==> src/rtl/fpu_wb_pkg.sv <==
// Shared types for the write-back enable generator.
//   src_t     : result source code (7 = SRAM load)
//   wb_cmd_t  : queued register-write command {dest, src}
//   encode_en : source code -> one-hot enable byte for the OpSel encoder layer
package fpu_wb_pkg;

    localparam int unsigned NUM_REGS = 16;
    localparam int unsigned EN_W     = 8;

    typedef enum logic [2:0] {
        SRC_U0   = 3'd0,
        SRC_U1   = 3'd1,
        SRC_U2   = 3'd2,
        SRC_U3   = 3'd3,
        SRC_U4   = 3'd4,
        SRC_U5   = 3'd5,
        SRC_U6   = 3'd6,
        SRC_SRAM = 3'd7
    } src_t;

    typedef struct packed {
        logic [3:0] dest;
        src_t       src;
    } wb_cmd_t;

    // Bits 6 and 7 are swapped relative to the source code: the downstream
    // encoder expects the SRAM enable on bit 6 and unit 6 on bit 7.
    function automatic logic [EN_W-1:0] encode_en(src_t src);
        logic [EN_W-1:0] en;
        case (src)
            SRC_U6:   en = 8'h80;
            SRC_SRAM: en = 8'h40;
            default:  en = 8'h01 << src;
        endcase
        return en;
    endfunction

endpackage

==> src/rtl/wb_cmd_fifo.sv <==
// Synchronous FIFO of write-back commands.
//   clk, rst     : clock, synchronous active-high reset
//   push, wdata  : enqueue (ignored when full)
//   pop, rdata   : dequeue (ignored when empty); rdata is the current head
//   full, empty  : occupancy flags
//   count        : number of stored entries, 0..Depth
module wb_cmd_fifo
    import fpu_wb_pkg::*;
#(
    parameter int unsigned Depth = 4
) (
    input  logic                    clk,
    input  logic                    rst,
    input  logic                    push,
    input  wb_cmd_t                 wdata,
    input  logic                    pop,
    output wb_cmd_t                 rdata,
    output logic                    full,
    output logic                    empty,
    output logic [$clog2(Depth):0]  count
);

    localparam int unsigned PtrW = $clog2(Depth);
    localparam int unsigned CntW = PtrW + 1;

    wb_cmd_t         mem [Depth];
    logic [PtrW-1:0] wptr_q, rptr_q;
    logic [CntW-1:0] count_q;
    logic            do_push, do_pop;

    assign full    = (count_q == CntW'(Depth));
    assign empty   = (count_q == '0);
    assign count   = count_q;
    assign rdata   = mem[rptr_q];
    assign do_push = push && !full;
    assign do_pop  = pop && !empty;

    always_ff @(posedge clk) begin
        if (do_push) begin
            mem[wptr_q] <= wdata;
        end
    end

    // Pointers wrap naturally since Depth is a power of two.
    always_ff @(posedge clk) begin
        if (rst) begin
            wptr_q  <= '0;
            rptr_q  <= '0;
            count_q <= '0;
        end else begin
            if (do_push) wptr_q <= wptr_q + PtrW'(1);
            if (do_pop)  rptr_q <= rptr_q + PtrW'(1);
            count_q <= count_q + CntW'(do_push) - CntW'(do_pop);
        end
    end

endmodule

==> src/rtl/wb_enable_gen.sv <==
// Write-back enable generator for the 16-entry register state memory.
// Queues register-write commands in issue order, waits for the head's source
// to complete, then pulses a one-hot enable byte on the destination's enN.
//   clk, rst            : clock, synchronous active-high reset
//   cmd_valid/cmd_ready : command handshake; cmd_dest (0-15), cmd_src (0-7)
//   src_done            : per-source completion pulse, bit i = source i
//   en0..en15           : enable byte per register, high for one cycle
//   busy                : per-register write-pending scoreboard
//   pending             : queued command count
//   order_err           : sticky, completion seen from a non-head source
module wb_enable_gen
    import fpu_wb_pkg::*;
#(
    parameter int unsigned DEPTH = 4
) (
    input  logic                   clk,
    input  logic                   rst,
    input  logic                   cmd_valid,
    output logic                   cmd_ready,
    input  logic [3:0]             cmd_dest,
    input  logic [2:0]             cmd_src,
    input  logic [7:0]             src_done,
    output logic [7:0]             en0,
    output logic [7:0]             en1,
    output logic [7:0]             en2,
    output logic [7:0]             en3,
    output logic [7:0]             en4,
    output logic [7:0]             en5,
    output logic [7:0]             en6,
    output logic [7:0]             en7,
    output logic [7:0]             en8,
    output logic [7:0]             en9,
    output logic [7:0]             en10,
    output logic [7:0]             en11,
    output logic [7:0]             en12,
    output logic [7:0]             en13,
    output logic [7:0]             en14,
    output logic [7:0]             en15,
    output logic [15:0]            busy,
    output logic [$clog2(DEPTH):0] pending,
    output logic                   order_err
);

    localparam int unsigned CntW = $clog2(DEPTH) + 1;

    typedef enum logic [1:0] {StIdle, StWait, StEmit} state_e;

    state_e              state_q, state_d;
    logic [EN_W-1:0]     en_q [NUM_REGS];
    logic [EN_W-1:0]     en_d [NUM_REGS];
    logic [NUM_REGS-1:0] busy_q, busy_d;
    logic                order_err_q, order_err_d;

    wb_cmd_t             push_cmd, head;
    logic                full, empty, accept, pop, stray, emit;
    logic [7:0]          head_mask;
    logic [CntW-1:0]     count, count_nxt;

    assign push_cmd = '{dest: cmd_dest, src: src_t'(cmd_src)};

    wb_cmd_fifo #(
        .Depth (DEPTH)
    ) u_fifo (
        .clk   (clk),
        .rst   (rst),
        .push  (accept),
        .wdata (push_cmd),
        .pop   (pop),
        .rdata (head),
        .full  (full),
        .empty (empty),
        .count (count)
    );

    // Registered state only; a pop in this same cycle does not open a slot.
    assign cmd_ready = !full && !busy_q[cmd_dest];
    assign accept    = cmd_valid && cmd_ready;

    // Only the head's source may complete; everything else is a stray.
    assign head_mask = empty ? 8'h00 : (8'h01 << head.src);
    assign pop       = |(src_done & head_mask);
    assign stray     = |(src_done & ~head_mask);
    assign count_nxt = count + CntW'(accept) - CntW'(pop);

    always_comb begin
        en_d        = '{default: '0};
        busy_d      = busy_q;
        order_err_d = order_err_q | stray;
        state_d     = state_q;

        // An accepted dest is never busy, so it never collides with the head.
        if (pop) begin
            en_d[head.dest]   = encode_en(head.src);
            busy_d[head.dest] = 1'b0;
        end
        if (accept) begin
            busy_d[cmd_dest] = 1'b1;
        end

        if (pop) begin
            state_d = StEmit;
        end else if (count_nxt != '0) begin
            state_d = StWait;
        end else begin
            state_d = StIdle;
        end
    end

    always_ff @(posedge clk) begin
        if (rst) begin
            state_q     <= StIdle;
            en_q        <= '{default: '0};
            busy_q      <= '0;
            order_err_q <= 1'b0;
        end else begin
            state_q     <= state_d;
            en_q        <= en_d;
            busy_q      <= busy_d;
            order_err_q <= order_err_d;
        end
    end

    assign emit      = (state_q == StEmit);
    assign busy      = busy_q;
    assign pending   = count;
    assign order_err = order_err_q;

    assign en0  = emit ? en_q[0]  : '0;
    assign en1  = emit ? en_q[1]  : '0;
    assign en2  = emit ? en_q[2]  : '0;
    assign en3  = emit ? en_q[3]  : '0;
    assign en4  = emit ? en_q[4]  : '0;
    assign en5  = emit ? en_q[5]  : '0;
    assign en6  = emit ? en_q[6]  : '0;
    assign en7  = emit ? en_q[7]  : '0;
    assign en8  = emit ? en_q[8]  : '0;
    assign en9  = emit ? en_q[9]  : '0;
    assign en10 = emit ? en_q[10] : '0;
    assign en11 = emit ? en_q[11] : '0;
    assign en12 = emit ? en_q[12] : '0;
    assign en13 = emit ? en_q[13] : '0;
    assign en14 = emit ? en_q[14] : '0;
    assign en15 = emit ? en_q[15] : '0;

endmodule

==> config.mk <==
export PLATFORM = sky130hd
export DESIGN_NAME = wb_enable_gen
export DESIGN_NICKNAME = d
export VERILOG_FILES = /design/src/rtl/fpu_wb_pkg.sv /design/src/rtl/wb_cmd_fifo.sv /design/src/rtl/wb_enable_gen.sv
export SDC_FILE = /design/constraint.sdc
export NUM_CORES = 1
export LEC_CHECK = 0
export ABC_AREA = 0
export CORE_UTILIZATION = 30
export CTS_BUF_LIST = sky130_fd_sc_hd__clkbuf_2 sky130_fd_sc_hd__clkbuf_4 sky130_fd_sc_hd__clkbuf_8
export DETAILED_ROUTE_END_ITERATION = 10
export MAX_ROUTING_LAYER = met4
export PLACE_DENSITY_LB_ADDON = 0.05
export SYNTH_ARGS = -nofsm -noshare
export SYNTH_HDL_FRONTEND = slang
export SYNTH_HIERARCHICAL = 1
export SYNTH_SLANG_ARGS = --single-unit
==> constraint.sdc <==
create_clock -name clk -period 5 [get_ports clk]
set_input_delay 1 -clock clk [delete_from_list [all_inputs] [get_ports clk]]
set_output_delay 1 -clock clk [all_outputs]
set_load 0.005 [all_outputs]
== Word-level counts from Yosys, hierarchy flattened ==
Memory sizes are Yosys's and may differ from the RTL's. A register that Yosys moved wholly into a read port is not among the register bits.
Index checks and enable logic that the tools add are counted.

* Add/sub/neg operators: 6
* Magnitude comparators: 6
* Equality and inequality tests: 4
* Shift-type cells: 1
* Multiplexer cells: 35
* Bitwise gates (word level): 10
* Reductions and logical operators: 16

{| class="wikitable"
|+ Operator list
! kind !! number
|-
| 8-bit 2-to-1 mux || 19
|-
| 128-bit AND || 1
|-
| 8-bit demux with 4-bit select || 1
|-
| 16-bit 2-to-1 mux || 2
|-
| 16-bit AND || 1
|-
| 8-bit AND || 2
|-
| 16-bit inverter || 1
|-
| 16-bit OR || 1
|-
| 8-bit case mux with 2 select lines || 1
|-
| 8-bit OR reduction || 2
|-
| 4-bit by 5-bit < comparator with 1-bit output, second input constant || 2
|-
| 3-bit equality test, second input constant || 3
|-
| 9-bit OR reduction || 1
|-
| 1-bit demux with 4-bit select || 2
|-
| 4-bit by 1-bit >= comparator with 1-bit output, second input constant || 2
|-
| 8-bit inverter || 1
|-
| 1-bit by 3-bit left shift with 8-bit output, first input constant || 1
|-
| 1-bit logical AND || 7
|-
| 3-bit by 1-bit adder with 3-bit output || 2
|-
| 1-bit 2-to-1 mux || 6
|-
| 2-bit 2-to-1 mux || 3
|-
| 3-bit by 1-bit subtractor with 3-bit output || 2
|-
| 5-bit >= comparator, second input constant || 1
|-
| 5-bit by 1-bit < comparator with 1-bit output, second input constant || 1
|-
| 10 further kinds || 13
|}

* Flip-flop bits (word level): 154
* RAM bits: 28
* Bits of input ports: 18
* Output and inout bits: 149
* Word-level logic and storage cells: 102
* Memories: 1

{| class="wikitable"
|+ Memory list
! memory !! words !! bits a word !! rd ports !! clocked after Yosys merged registers in !! write ports !! RTL line !! source
|-
| u_fifo.mem || 4 || 7 || 1 || 1 || 1 || wb_cmd_fifo.sv:26 || <nowiki>wb_cmd_t mem [Depth];</nowiki>
|}

== Logic depth before layout (Yosys ltp) ==
Gate-level depths: netlist of the first run.

* Depth in word-level cells: 10
* Depth in mapped cells: 16

== By module ==
The synthesis of the first run kept the hierarchy.

{| class="wikitable"
|+ By module, submodules not included
! module !! instances !! cells each !! area each (um2)
|-
| wb_enable_gen || 1 || 615 || 5694.2
|-
| wb_cmd_fifo || 1 || 88 || 1491.4
|}

== Least setup slack after synthesis of the first run ==
Ideal clock, no wire load.

* Kind: input to register
* From: in cmd_dest[0]
* To: reg u_fifo.count_q[2], in the netlist u_fifo/count[2]
* Setup time: 0.125 ns
* Data arrival time: 4.089 ns
* Data required time: 4.875 ns
* Path slack: 0.786 ns
* Stages on the path: 15
* Buffers on the path: 1
* Path through: clkbuf_1 -> mux4_2 -> a22o_1 -> nor4_1 -> and2_1 -> inv_1 -> nor2_2 -> inv_1 -> ha_1 -> inv_1 -> ha_1 -> fa_1 -> xnor2_1 -> xnor2_1 -> nor2_1

* Cells in the longest elaborated chain, start to end: 8

{| class="wikitable"
|+ Ends and longest elaborated chain
! item !! RTL line !! source
|-
| start, declared || wb_enable_gen.sv:20 || <nowiki>input logic [3:0] cmd_dest,</nowiki>
|-
| 1-bit binary-select mux with 4-bit select || wb_enable_gen.sv:76 || <nowiki>assign cmd_ready = !full && !busy_q[cmd_dest];</nowiki>
|-
| 1-bit 2-to-1 mux (not written as such) || wb_enable_gen.sv:76 ||
|-
| 1-bit zero test || wb_enable_gen.sv:76 ||
|-
| 1-bit logical AND || wb_enable_gen.sv:76 ||
|-
| named net cmd_ready || wb_enable_gen.sv:19 || <nowiki>output logic cmd_ready,</nowiki>
|-
| 1-bit logical AND || wb_enable_gen.sv:77 || <nowiki>assign accept = cmd_valid && cmd_ready;</nowiki>
|-
| named net accept || wb_enable_gen.sv:55 || <nowiki>logic full, empty, accept, pop, stray, emit;</nowiki>
|-
| 1-bit logical AND || wb_cmd_fifo.sv:35 || <nowiki>assign do_push = push && !full;</nowiki>
|-
| 3-bit by 1-bit adder with 3-bit output || wb_cmd_fifo.sv:53 || <nowiki>count_q <= count_q + CntW'(do_push) - CntW'(do_pop);</nowiki>
|-
| 3-bit by 1-bit subtractor with 3-bit output || wb_cmd_fifo.sv:53 ||
|-
| end signal, assigned || wb_cmd_fifo.sv:53 ||
|-
| end, declared || wb_cmd_fifo.sv:28 || <nowiki>logic [CntW-1:0] count_q;</nowiki>
|}

The timed path passes the listed nets, and every way through them passes these cells. The select of a mux whose other input is x is not followed.
A chain may end at the register's enable or synchronous reset.

== Worst setup path after layout of the first run ==
* From: in cmd_dest[1]
* To: out cmd_ready

* Cells in the longest elaborated chain, start to end: 4

{| class="wikitable"
|+ Ends and longest elaborated chain
! item !! RTL line
|-
| 1-bit binary-select mux with 4-bit select || wb_enable_gen.sv:76
|-
| 1-bit 2-to-1 mux (not written as such) || wb_enable_gen.sv:76
|-
| 1-bit zero test || wb_enable_gen.sv:76
|-
| 1-bit logical AND || wb_enable_gen.sv:76
|-
| end, declared || wb_enable_gen.sv:19
|}

Every way passes these cells. The select of a mux whose other input is x is not followed.

==> impl.org, run 1 <==
** Worst hold path
- Launch point of the worst hold path :: u_fifo/rptr_q[1]
- The tightest min-delay check is of the reg2reg type.
- Worst hold path cell count :: 2
- Sink of the worst hold path :: u_fifo/rptr_q[1]

** STA
- The max-slew violation count was 0.
- Aggregate negative setup slack :: 0 ns
- Post-route fraction of the period consumed by the critical path :: 0.8798
- Across all setup checks in the final design, the least slack found is roughly 0.6 ns.
- Layout Skew :: 0.01510 ns
- Worst slew pin tran :: roughly 1.1 ns
- For this run, the top clock speed supported by timing is around 230 MHz.
- Worst rel slew slack :: 0.2871
- Setup repair after global routing left no endpoint under its margin.
- Final count of hold timing violations :: 0
- The worst path in the final design needs a cycle of around 4.4 ns, including I/O delays and setup.
- Number of setup violations in the final report :: 0

** GRT
- Antenna violations before repair :: 0
- Overflow left after global routing :: 0
- GRT Util Overall :: 0.1729
- The first global-routing pass estimated approximately 30000 um of wire.
- The via count of the first global-routing pass came to approximately 5.3k.
- Pin count of the biggest net entering global routing :: 48

** Setup path
- The critical path runs through a total of 6 cells.
- For this run, the slowest stage of the critical path takes 0.75 ns.
- Worst r2r dst :: u_fifo/count[2]
- The worst setup path is launched from a primary input.
- Worst path top cell family by delay :: buffers and inverters
- Among all stages on the critical path, the largest delay is contributed by sky130_fd_sc_hd__clkdlybuf4s50_1.
- Of all nets on the critical path, the largest fanout is 10.
- Depth of the worst register-to-register path :: 13
- Together, buffers and inverters on the worst path number 3.
- Crit path kind :: in2out
- Reg-to-reg slack, setup :: 0.86 ns
- The worst setup path is captured at an output port.
- Critical Path, Cell by Cell :: clkdlybuf4s50_1 > mux4_2 > a22o_1 > nor4_1 > buf_4 > clkdlybuf4s50_1
- Arrival time at the worst endpoint :: between 3 and 4 ns
- Crit-path most repeated cell :: sky130_fd_sc_hd__clkdlybuf4s50_1
- Required time reported for the critical path endpoint :: roughly 4.0 ns

** Pwr
- Summing internal, switching and leakage power gives ~3800 uW.
- Dividing total power by cell area gives a power density of 398.5 nW/um2.
- The worst-case IR drop observed on VDD is 213.8 uV.
- Leakage :: ~0.0033 uW

** Layout
- Final net count :: just under 900
- Layout cell share with drive strength beyond 1 :: 0.08776
- Antenna diodes :: 0
- The area growth from synthesis to layout is 33.64%.
- The finished cells cover ~9600 um2.

** Die
- For this configuration, the core starts out at a cell density of 0.3061.
- The die covers 24580 um2.
- Total number of placement rows :: 56
- Die boundary width :: ~160 um
- Number of placed I/O pins :: roughly 170
- Core region area :: 23470 um2
- Chip height :: roughly 160 um

** Clock tree
- Buffer depth of the longest clock path :: 2
- CTS built an H-tree with a depth of 4.
- Register clock-pin slew on the reported worst setup and hold paths :: between 0.1 and 0.15 ns
- The number of hold buffers added after CTS was 0.
- TritonCTS built the clock tree.
- Setup repair bufs after CTS :: 0
- # resized after CTS :: 0
- The number of clock buffers added by TritonCTS is 17.
- Clock tree synthesis found a total of 184 sinks.
- Clock Latency Late Sink :: between 0.4 and 0.5 ns
- CTS placed an instance of sky130_fd_sc_hd__clkbuf_8 at the clock tree root.

** Drt
- The routed design has 20180 um of wire.
- Detail Route Antenna Nets :: 0
- For this block, the via count after detailed routing is approximately 5.3k.
- First-pass iteration count of the detailed router :: 5
- After detailed routing, the number of vias per cell comes to between 4 and 5.
- Number of DRC violations after detailed-routing iteration 0 :: a little over 400
- For this run, design rule violations remaining after detail routing come to 0.
- After detailed routing, the average wire length per cell comes to ~17 um.

** Yosys
- In the synthesized netlist, the number of instances is ~700.
- Total of flip-flops plus latches after synthesis :: ~180
- Yosys top cell by area :: sky130_fd_sc_hd__dfxtp_1
- The number of nets handed over by synthesis was around 730.
- Number of enable flip-flop cells after synthesis :: 28
- Combined area of all synthesized cells :: about 7200 um2
- During synthesis, Yosys emitted a total of 6 warnings.
- A synthesized cell averages slightly above 10 um2.
- Main synth FF type :: sky130_fd_sc_hd__dfxtp_1
- Count of cell types in the netlist :: 63
- Most common cell in the synthesized netlist :: sky130_fd_sc_hd__dfxtp_1
- Most frequent cells after synthesis :: sky130_fd_sc_hd__dfxtp_1 (156), sky130_fd_sc_hd__nor2_1 (141), sky130_fd_sc_hd__and2_1 (137)
- Largest cells by area after synthesis :: sky130_fd_sc_hd__dfxtp_1 (43%), sky130_fd_sc_hd__and2_1 (12%), sky130_fd_sc_hd__edfxtp_1 (12%)
- Of all flip-flops after synthesis, the portion carrying an async set or reset was 0.
- Sequential-to-total area share from yosys stat :: 0.5516
- Of the post-synthesis cell area, the dominant cell type holds 0.4346.

** Run
- Maximum Capacitance Violations :: 0

** Placed design
- Detailed placement ended at an HPWL of 14560 um.
- Once placement finished, the instance area stood at around 9000 um2.
- Worst setup slack before clock tree synthesis :: between 0.3 and 0.4 ns
- Placer congestion estimate :: between 0.8 and 0.9
- Input/output buffers :: roughly 170

** Run status
- The flow ran to the end, and the final reports show no timing, DRC or antenna violations.
[kinds of logic after synthesis]
group / share of synthesized area
AOI/OAI and AO/OA: 0.07575
adders and majority gates: 0.01950
DFF: 0.5516
and+or+nand+nor: 0.2664
xor gates and xnor gates: 0.006095
muxes: 0.04458
buffers and inverters: 0.03604
[where the power goes]
part / leakage (uW) / internal, uW / switching, uW / total (uW)
registers: 0.00151 / 1610 / 110 / 1720
clock network: 0.000212 / 428 / 595 / 1020
logic: 0.00162 / 393 / 693 / 1090
total: 0.00335 / 2430 / 1400 / 3830
[layout by cell type, fill, tap and decap left out, types with 4 or more instances in the layout]
| master | synthesis | routed |
|---|---|---|
| sky130_fd_sc_hd__clkdlybuf4s50_1 | 0 | 166 |
| sky130_fd_sc_hd__dfxtp_1 | 156 | 156 |
| sky130_fd_sc_hd__nor2_1 | 141 | 141 |
| sky130_fd_sc_hd__and2_1 | 137 | 137 |
| sky130_fd_sc_hd__edfxtp_1 | 28 | 28 |
| sky130_fd_sc_hd__nand2_1 | 18 | 18 |
| sky130_fd_sc_hd__clkbuf_8 | 0 | 17 |
| sky130_fd_sc_hd__inv_1 | 16 | 16 |
| sky130_fd_sc_hd__nand3_1 | 12 | 12 |
| sky130_fd_sc_hd__buf_4 | 2 | 12 |
| sky130_fd_sc_hd__mux4_2 | 10 | 10 |
| sky130_fd_sc_hd__nor2b_1 | 11 | 10 |
| sky130_fd_sc_hd__ha_1 | 8 | 8 |
| sky130_fd_sc_hd__nor3_1 | 6 | 6 |
| sky130_fd_sc_hd__nand2b_1 | 6 | 6 |
| sky130_fd_sc_hd__o311ai_4 | 2 | 6 |
| sky130_fd_sc_hd__o31ai_1 | 6 | 6 |
| sky130_fd_sc_hd__o21ai_0 | 6 | 6 |
| sky130_fd_sc_hd__inv_8 | 0 | 6 |
| sky130_fd_sc_hd__mux2i_1 | 5 | 5 |
| sky130_fd_sc_hd__nor4_1 | 5 | 5 |
| sky130_fd_sc_hd__nand3b_1 | 5 | 5 |
| sky130_fd_sc_hd__mux2_2 | 4 | 4 |
| sky130_fd_sc_hd__a32o_1 | 4 | 4 |
| sky130_fd_sc_hd__a31oi_1 | 4 | 4 |
[layer usage]
metal	wire length, um	GRT usage
met1	9058	0.2111
met2	9754	0.2834
met3	1097	0.04016
met4	267	0.04995
met5	0	-
[worst max path at each step]
stage                      from               to  slack (ns)
global placement    cmd_dest[0]  u_fifo/count[2]        0.47
detailed placement  cmd_dest[1]  u_fifo/count[2]        0.37
CTS                 cmd_dest[1]        cmd_ready        0.60
floorplan           cmd_dest[0]  u_fifo/count[2]        0.79
finish              cmd_dest[1]        cmd_ready        0.60
global route        cmd_dest[1]        cmd_ready        0.46
[cell type report]
| class | count | area [um2] |
|---|---|---|
| clock inverters | 15 | 180.2 |
| inverters | 17 | 63.81 |
| flip-flops and latches | 184 | 3964 |
| repair buffers | 178 | 1752 |
| clock buffers | 17 | 234.0 |
| well taps | 319 | 399.1 |
| fillers | 2293 | 13870 |
| multi-input cells | 455 | 3010 |
[worst min-delay path: stages, from the launching register on]
cell and delay (ns):
sky130_fd_sc_hd__dfxtp_1 0.32, sky130_fd_sc_hd__o21ai_0 0.06, sky130_fd_sc_hd__a21oi_1 0.08
[through the flow]
stage | hold WS (ns) | util | cells
5_1_grt | 0.5463 | 0.4091 | 1185
3_5_place_dp | 0.4903 | 0.3915 | 1153
3_3_place_gp | 0.4758 | 0.3915 | 1153
4_1_cts | 0.5067 | 0.4091 | 1185
6_report | 0.5127 | 0.4091 | 1185
2_1_floorplan | 0.4591 | - | 703
[state kept, by name (all words and copies together) (netlist names), named ones only]
signal and cells:
u_fifo/count 3, en_q 128, u_fifo/mem 28, order_err 1, u_fifo/wptr_q 2, u_fifo/rptr_q 2
state_q 2, busy 16
(Power assumes the default switching activity.)
==> inputs of run 2 (changes only) <==
Settings changed: GPL_ROUTABILITY_DRIVEN from default to 0, TNS_END_PERCENT from default to 5.
==> impl.org, run 2 (synthesis gave the netlist of run 1 again) <==
** Run status
- Status :: finished, final reports clean (unchanged)

** Clock tree
- The number of buffers inserted for hold repair after clock tree synthesis was 0 (unchanged).
- # resized after CTS :: 0 (unchanged)
- The CTS clock-pin slew for the worst setup and hold paths was 0.11 ns (about the same).
- The insertion delay of the later-clocked pin in the worst-skew pair is 0.46 ns (about the same).
- The clock tree root driver cell is sky130_fd_sc_hd__clkbuf_8 (unchanged).
- The number of sinks driven by the clock tree is 184 (unchanged).
- The H-tree depth reported by CTS is 4 (unchanged).
- The number of buffers inserted during clock tree synthesis was 17 (unchanged).
- Buffer depth of the longest clock path :: 2 (unchanged)
- The number of setup buffers added after CTS came to 0 (unchanged).
- Clock tree from TritonCTS :: done (unchanged)

** Drt
- The mean number of vias per cell came to 4.474 (unchanged).
- The number of vias after detailed routing came to 5302 (unchanged).
- First-pass iteration count of the detailed router :: 4 (was 5)
- Post-route DRC violation count :: 0 (unchanged)
- Number of DRC violations after detailed-routing iteration 0 :: 266 (was 403)
- Final wirelength :: 19880 um (was 20180 um)
- Detail Route Antenna Nets :: 0 (unchanged)
- WL/cell :: 16.78 um (was 17.03 um)

** STA
- Aggregate negative setup slack :: 0 ns (unchanged)
- The max-slew violation count came to 0 (unchanged).
- Layout Skew :: 0.01690 ns (was 0.01510 ns)
- The shortest clock period the worst path allows after layout came to 4.477 ns (was 4.399 ns).
- Worst rel slew slack :: 0.2904 (was 0.2871)
- The final hold violation count was 0 (unchanged).
- RSZ-0062 raised after global routing :: no (unchanged)
- The setup-violating endpoint count in the final report is 0 (unchanged).
- Maximum clock frequency :: 223.4 MHz (was 227.3 MHz)
- The slew at the pin closest to its max-slew limit was 1.062 ns (was 1.067 ns).
- The final worst-path cycle share came to 0.8954 (was 0.8798).

** Die
- Number of placed I/O pins :: 167 (unchanged)
- The number of standard-cell rows in the floorplan was 56 (unchanged).
- Core region area :: 23470 um2 (unchanged)
- The horizontal die dimension came to 156.8 um (unchanged).
- Die footprint :: 24580 um2 (unchanged)
- Effective utilization at floorplan :: 0.3061 (unchanged)
- Chip height :: 156.8 um (unchanged)

** Layout
- The area growth from synthesis to final layout came to 33.54% (was 33.64%).
- Non-Filler Instances :: 1185 (unchanged)
- The ratio of cells with drive above 1 in the final layout was 0.08776 (unchanged).
- Leading cell types in the layout, fill and taps excluded :: sky130_fd_sc_hd__clkdlybuf4s50_1 (166), sky130_fd_sc_hd__dfxtp_1 (156), sky130_fd_sc_hd__nor2_1 (141) (unchanged)
- Register with the most flip-flops :: en_q (unchanged)
- The flip-flop count of the largest register, all copies and words added is 128 (unchanged).
- The most frequent standard cell in the layout excluding fill and tap cells is sky130_fd_sc_hd__clkdlybuf4s50_1 (unchanged).
- The number of inserted diodes is 0 (unchanged).
- Final net count :: 881 (unchanged)

** Placed design
- The number of placed instances with taps included was 1153 (unchanged).
- The post-detailed-placement half-perimeter wirelength was 14470 um (was 14560 um).
- Input/output buffers :: 166 (unchanged)

** Setup path
- Worst r2r dst :: u_fifo/count[2] (unchanged)
- The kind of start point of the critical path is a primary input (unchanged).
- The worst reg2reg path depth is 13 (unchanged).
- Reg-to-reg slack, setup :: 0.88 ns (was 0.86 ns)
- The category of the worst setup path capture point was an output port (unchanged).
- Arrival time at the worst endpoint :: 3.48 ns (was 3.40 ns)
- Crit path kind :: in2out (unchanged)
- The largest driver fanout on the critical path came to 4 (was 10).
- Required time reported for the critical path endpoint :: 4.00 ns (about the same)

** Worst hold path
- Path type of the worst min-delay path :: reg2reg (unchanged)
- Sink of the worst hold path :: u_fifo/rptr_q[1] (unchanged)
- The cell depth of the worst hold path is 2 (unchanged).
- The worst hold path startpoint is u_fifo/rptr_q[1] (unchanged).

** Pwr
- Leakage :: 0.003338 uW (was 0.003347 uW)
- Total power divided by cell area :: 393.9 nW/um2 (was 398.5 nW/um2)
- Worst vdd rail ir drop :: 190.2 uV (was 213.8 uV)

** GRT
- The largest net degree at the start of global routing was 57 (was 48).
- The first-pass GRT wire length came to 30520 um (was 30480 um).
- The number of antenna violations at the first check in global routing was 0 (unchanged).
- The via count of the first global-routing pass came to 5265 (was 5290).
- The total global-route track usage is 0.1731 (was 0.1729).
- Overflow left after global routing :: 0 (unchanged)

** Run
- The max-capacitance violation count was 0 (unchanged).
[run 2: critical path, cell delays in order]
cell and delay [ns]:
sky130_fd_sc_hd__clkdlybuf4s50_1 0.59, sky130_fd_sc_hd__mux4_2 0.57, sky130_fd_sc_hd__a22o_1 0.22, sky130_fd_sc_hd__nor4_1 0.41
sky130_fd_sc_hd__buf_4 0.20, sky130_fd_sc_hd__clkdlybuf4s50_1 0.50
[run 2: worst max-delay path by stage]
stage	cells past startpoint	slack, ns	endpoint	start
global placement	16	0.48	u_fifo/count[2]	cmd_dest[0]
global route	6	0.39	cmd_ready	cmd_dest[0]
floorplan	15	0.79	u_fifo/count[2]	cmd_dest[0]
CTS	6	0.53	cmd_ready	cmd_dest[0]
detailed placement	16	0.35	u_fifo/count[2]	cmd_dest[0]
finish	6	0.52	cmd_ready	cmd_dest[0]
[run 2: layer usage]
layer  part of all wire  track usage  vias up
met4              0.016      0.05602        0
met2               0.47       0.2785      144
met5                  0            -        -
met1               0.46       0.2155     2499
met3              0.051      0.03711       18
li1                   -            -     2641
[run 2: power by group]
group	internal (uW)	total [uW]	switching, uW	leakage, uW
logic	393	1080	692	0.00162
clock network	383	981	598	0.000202
registers	1610	1710	106	0.00151
total	2380	3780	1400	0.00334
[run 2: through the flow]
step / setup WS, ns / cell area [um2] / total power (uW) / utilization / hold WS (ns)
2_1_floorplan: 0.7862 / 7186 / 2443 / - / 0.4591
3_3_place_gp: 0.4767 / 9189 / 2824 / 0.3915 / 0.4778
3_5_place_dp: 0.3487 / 9189 / 2845 / 0.3915 / 0.5090
4_1_cts: 0.5341 / 9595 / 3832 / 0.4088 / 0.5289
5_1_grt: 0.3903 / 9595 / 4024 / 0.4088 / 0.5448
6_report: 0.5231 / 9595 / 3780 / 0.4088 / 0.5238
[run 2: layout make-up]
class                           instances  area (um2)
Multi-Input combinational cell        455        3010
Sequential cell                       184        3964
Fill cell                            2285       13880
Timing Repair Buffer                  178        1752
Tap cell                              319       399.1
Clock buffer                           17       234.0
Inverter                               17       63.81
Clock inverter                         15       172.7
==> inputs of run 3 (changes only) <==
Settings changed: CORE_MARGIN from default to 2, CTS_CLUSTER_DIAMETER from default to 80.
==> impl.org, run 3 (synthesis gave the netlist of run 1 again) <==
** STA
- The final hold violation count is 0 (unchanged).
- Worst slew pin tran :: 1.075 ns (was 1.062 ns)
- Aggregate negative setup slack :: 0 ns (unchanged)
- Final Slew Violations :: 0 (unchanged)
- The worst clock skew was 0.01817 ns (was 0.01690 ns).
- RSZ-0062 raised after global routing: no (unchanged).
- Worst rel slew slack :: 0.2816 (was 0.2904)
- Post-route fraction of the period consumed by the critical path :: 0.8830 (was 0.8954)
- The worst hold slack was 0.5088 ns (was 0.5238 ns).
- The shortest clock period the worst path allows after layout came to 4.415 ns (was 4.477 ns).
- Number of setup violations in the final report :: 0 (unchanged)
- The maximum achievable frequency was 226.5 MHz (was 223.4 MHz).

** Pwr
- Leakage :: 0.003311 uW (was 0.003338 uW)
- The switching power summed over all nets is 1365 uW (was 1395 uW).
- Fraction of power spent switching nets :: 0.3665 (was 0.3692)
- Combinational Power Share :: 0.287 (about the same)
- The peak supply drop was 221.9 uV (was 190.2 uV).
- Internal Dissipation :: 2360 uW (was 2384 uW)
- The sequential share of power came to 0.462 (was 0.453).
- Total power divided by cell area :: 390.5 nW/um2 (was 393.9 nW/um2)
- Clk pwr share :: 0.251 (was 0.260)

** Clock tree
- Root Buffer :: sky130_fd_sc_hd__clkbuf_8 (unchanged)
- Number of clock buffers inserted by TritonCTS :: 17 (unchanged)
- The number of setup buffers added after CTS was 0 (unchanged).
- The CTS clock-pin slew for the worst setup and hold paths was 0.10 ns (was 0.11 ns).
- The number of sinks driven by the clock tree came to 184 (unchanged).
- Clock tree from TritonCTS :: done (unchanged)
- Number of H-tree branching levels :: 4 (unchanged)
- The insertion delay of the later-clocked pin in the worst-skew pair was 0.45 ns (was 0.46 ns).
- Buffer depth of the longest clock path :: 2 (unchanged)
- # resized after CTS :: 0 (unchanged)
- Number of hold buffers added after CTS :: 0 (unchanged)

** Die
- The die footprint came to 25210 um2 (was 24580 um2).
- The number of standard-cell rows in the floorplan came to 56 (unchanged).
- The horizontal die dimension came to 158.8 um (was 156.8 um).
- The initial core utilization came to 0.3061 (unchanged).
- Chip height :: 158.8 um (was 156.8 um)
- The number of ports placed on the die boundary came to 167 (unchanged).
- Core region area :: 23470 um2 (unchanged)

** Placed design
- The total cell area at the placement stage came to 9174 um2 (was 9189 um2).
- Dpl hpwl :: 14500 um (was 14470 um)
- Input/output buffers :: 166 (unchanged)
- Number of instances in the placed design :: 1151 (was 1153)

** Setup path
- The kind of start point of the critical path is a primary input (unchanged).
- Reg-to-reg slack, setup :: 0.87 ns (was 0.88 ns)
- Arrival time at the worst endpoint :: 3.42 ns (was 3.48 ns)
- Worst-path maximum fanout :: 5 (was 4)
- The category of the worst setup path capture point was an output port (unchanged).
- Required time reported for the critical path endpoint :: 4.00 ns (about the same)
- Worst r2r dst :: u_fifo/count[2] (unchanged)
- The category of the critical setup timing path was in2out (unchanged).
- The worst reg2reg path depth was 13 (unchanged).

** GRT
- Wire length of the first global-routing pass :: 31490 um (was 30520 um)
- The global route total overflow is 0 (unchanged).
- Vias in the first global route :: 5357 (was 5265)
- The total global-route track usage is 0.1664 (was 0.1731).
- The largest net degree at the start of global routing was 116 (was 57).
- Antenna violations before repair :: 0 (unchanged)

** Drt
- WL/cell :: 17.10 um (was 16.78 um)
- The number of vias after detailed routing came to 5342 (was 5302).
- Post-route DRC violation count :: 0 (unchanged)
- The mean number of vias per cell came to 4.516 (was 4.474).
- The number of optimization iterations in the first detailed-route pass was 5 (was 4).
- Detail Route Antenna Nets :: 0 (unchanged)
- The starting DRC count in detailed routing is 373 (was 266).
- Final wirelength :: 20230 um (was 19880 um)

** Worst hold path
- The worst hold path startpoint is u_fifo/rptr_q[1] (unchanged).
- The class of the tightest hold or removal check was reg2reg (unchanged).
- The cell depth of the worst hold path was 2 (unchanged).

** Layout
- Non-Filler Instances :: 1183 (was 1185)
- Leading cell types in the layout, fill and taps excluded: sky130_fd_sc_hd__clkdlybuf4s50_1 (166), sky130_fd_sc_hd__dfxtp_1 (156), sky130_fd_sc_hd__nor2_1 (141) (unchanged).
- Layout cell share with drive strength beyond 1 :: 0.08565 (was 0.08776)
- The largest register by flop count was en_q (unchanged).
- The number of inserted diodes came to 0 (unchanged).
- Most common library cell in the layout ignoring fill and taps :: sky130_fd_sc_hd__clkdlybuf4s50_1 (unchanged)
- The net total in the final layout is 879 (was 881).
- The flip-flop count of the largest register, all copies and words added is 128 (unchanged).
- Layout-stage area growth over the synthesis result :: 32.77% (was 33.54%)
- Count of filler cells inserted in the layout :: 2347 (was 2285)
- The area of all placed cells without fillers was 9540 um2 (was 9595 um2).

** Run
- Maximum Capacitance Violations :: 0 (unchanged)

** Run status
- Status :: finished, final reports clean (unchanged)
[run 3: per-layer routing]
layer / track usage / share of wire
met5: - / 0
met3: 0.03213 / 0.043
met4: 0.04504 / 0.013
met1: 0.2115 / 0.47
met2: 0.2715 / 0.47
[run 3: metrics by stage]
| step | setup WS (ns) | util | total power, uW |
|---|---|---|---|
| 6_report | 0.5848 | 0.4065 | 3726 |
| 5_1_grt | 0.4784 | 0.4065 | 3949 |
| 4_1_cts | 0.5937 | 0.4065 | 3770 |
| 3_5_place_dp | 0.3437 | 0.3908 | 2836 |
| 3_3_place_gp | 0.4165 | 0.3908 | 2815 |
| 2_1_floorplan | 0.7862 | - | 2443 |
[run 3: layout make-up]
class	instances	area, um2	share of cell area
clock buffer	17	234.0	0.02452
clock inverter	15	132.6	0.01390
inverter	17	63.81	0.006689
multi-input combinational	455	3010	0.3155
sequential	184	3964	0.4155
tap	319	399.1	0.04184
timing repair buffer	176	1737	0.1820
[run 3: worst max-delay path by stage]
stage,start,slack (ns),cells after the start,endpoint
5_1_grt,cmd_dest[0],0.48,6,cmd_ready
2_1_floorplan,cmd_dest[0],0.79,15,u_fifo/count[2]
3_5_place_dp,cmd_dest[0],0.34,16,u_fifo/count[2]
6_report,cmd_dest[0],0.58,6,cmd_ready
4_1_cts,cmd_dest[0],0.59,6,cmd_ready
3_3_place_gp,cmd_dest[0],0.42,16,u_fifo/count[2]
[run 3: power by group through the flow]
stage | Combinational, uW | Sequential [uW] | Clock (uW)
2_1_floorplan | 741 | 1700 | 0
3_3_place_gp | 1060 | 1760 | 0
3_5_place_dp | 1080 | 1760 | 0
4_1_cts | 1080 | 1720 | 961
5_1_grt | 1190 | 1740 | 1020
6_report | 1070 | 1720 | 935
[run 3: critical path: stages]
cell and delay [ns]:
sky130_fd_sc_hd__clkdlybuf4s50_1 0.65, sky130_fd_sc_hd__mux4_2 0.58, sky130_fd_sc_hd__a22o_1 0.23, sky130_fd_sc_hd__nor4_1 0.29, sky130_fd_sc_hd__buf_4 0.17, sky130_fd_sc_hd__clkdlybuf4s50_1 0.49
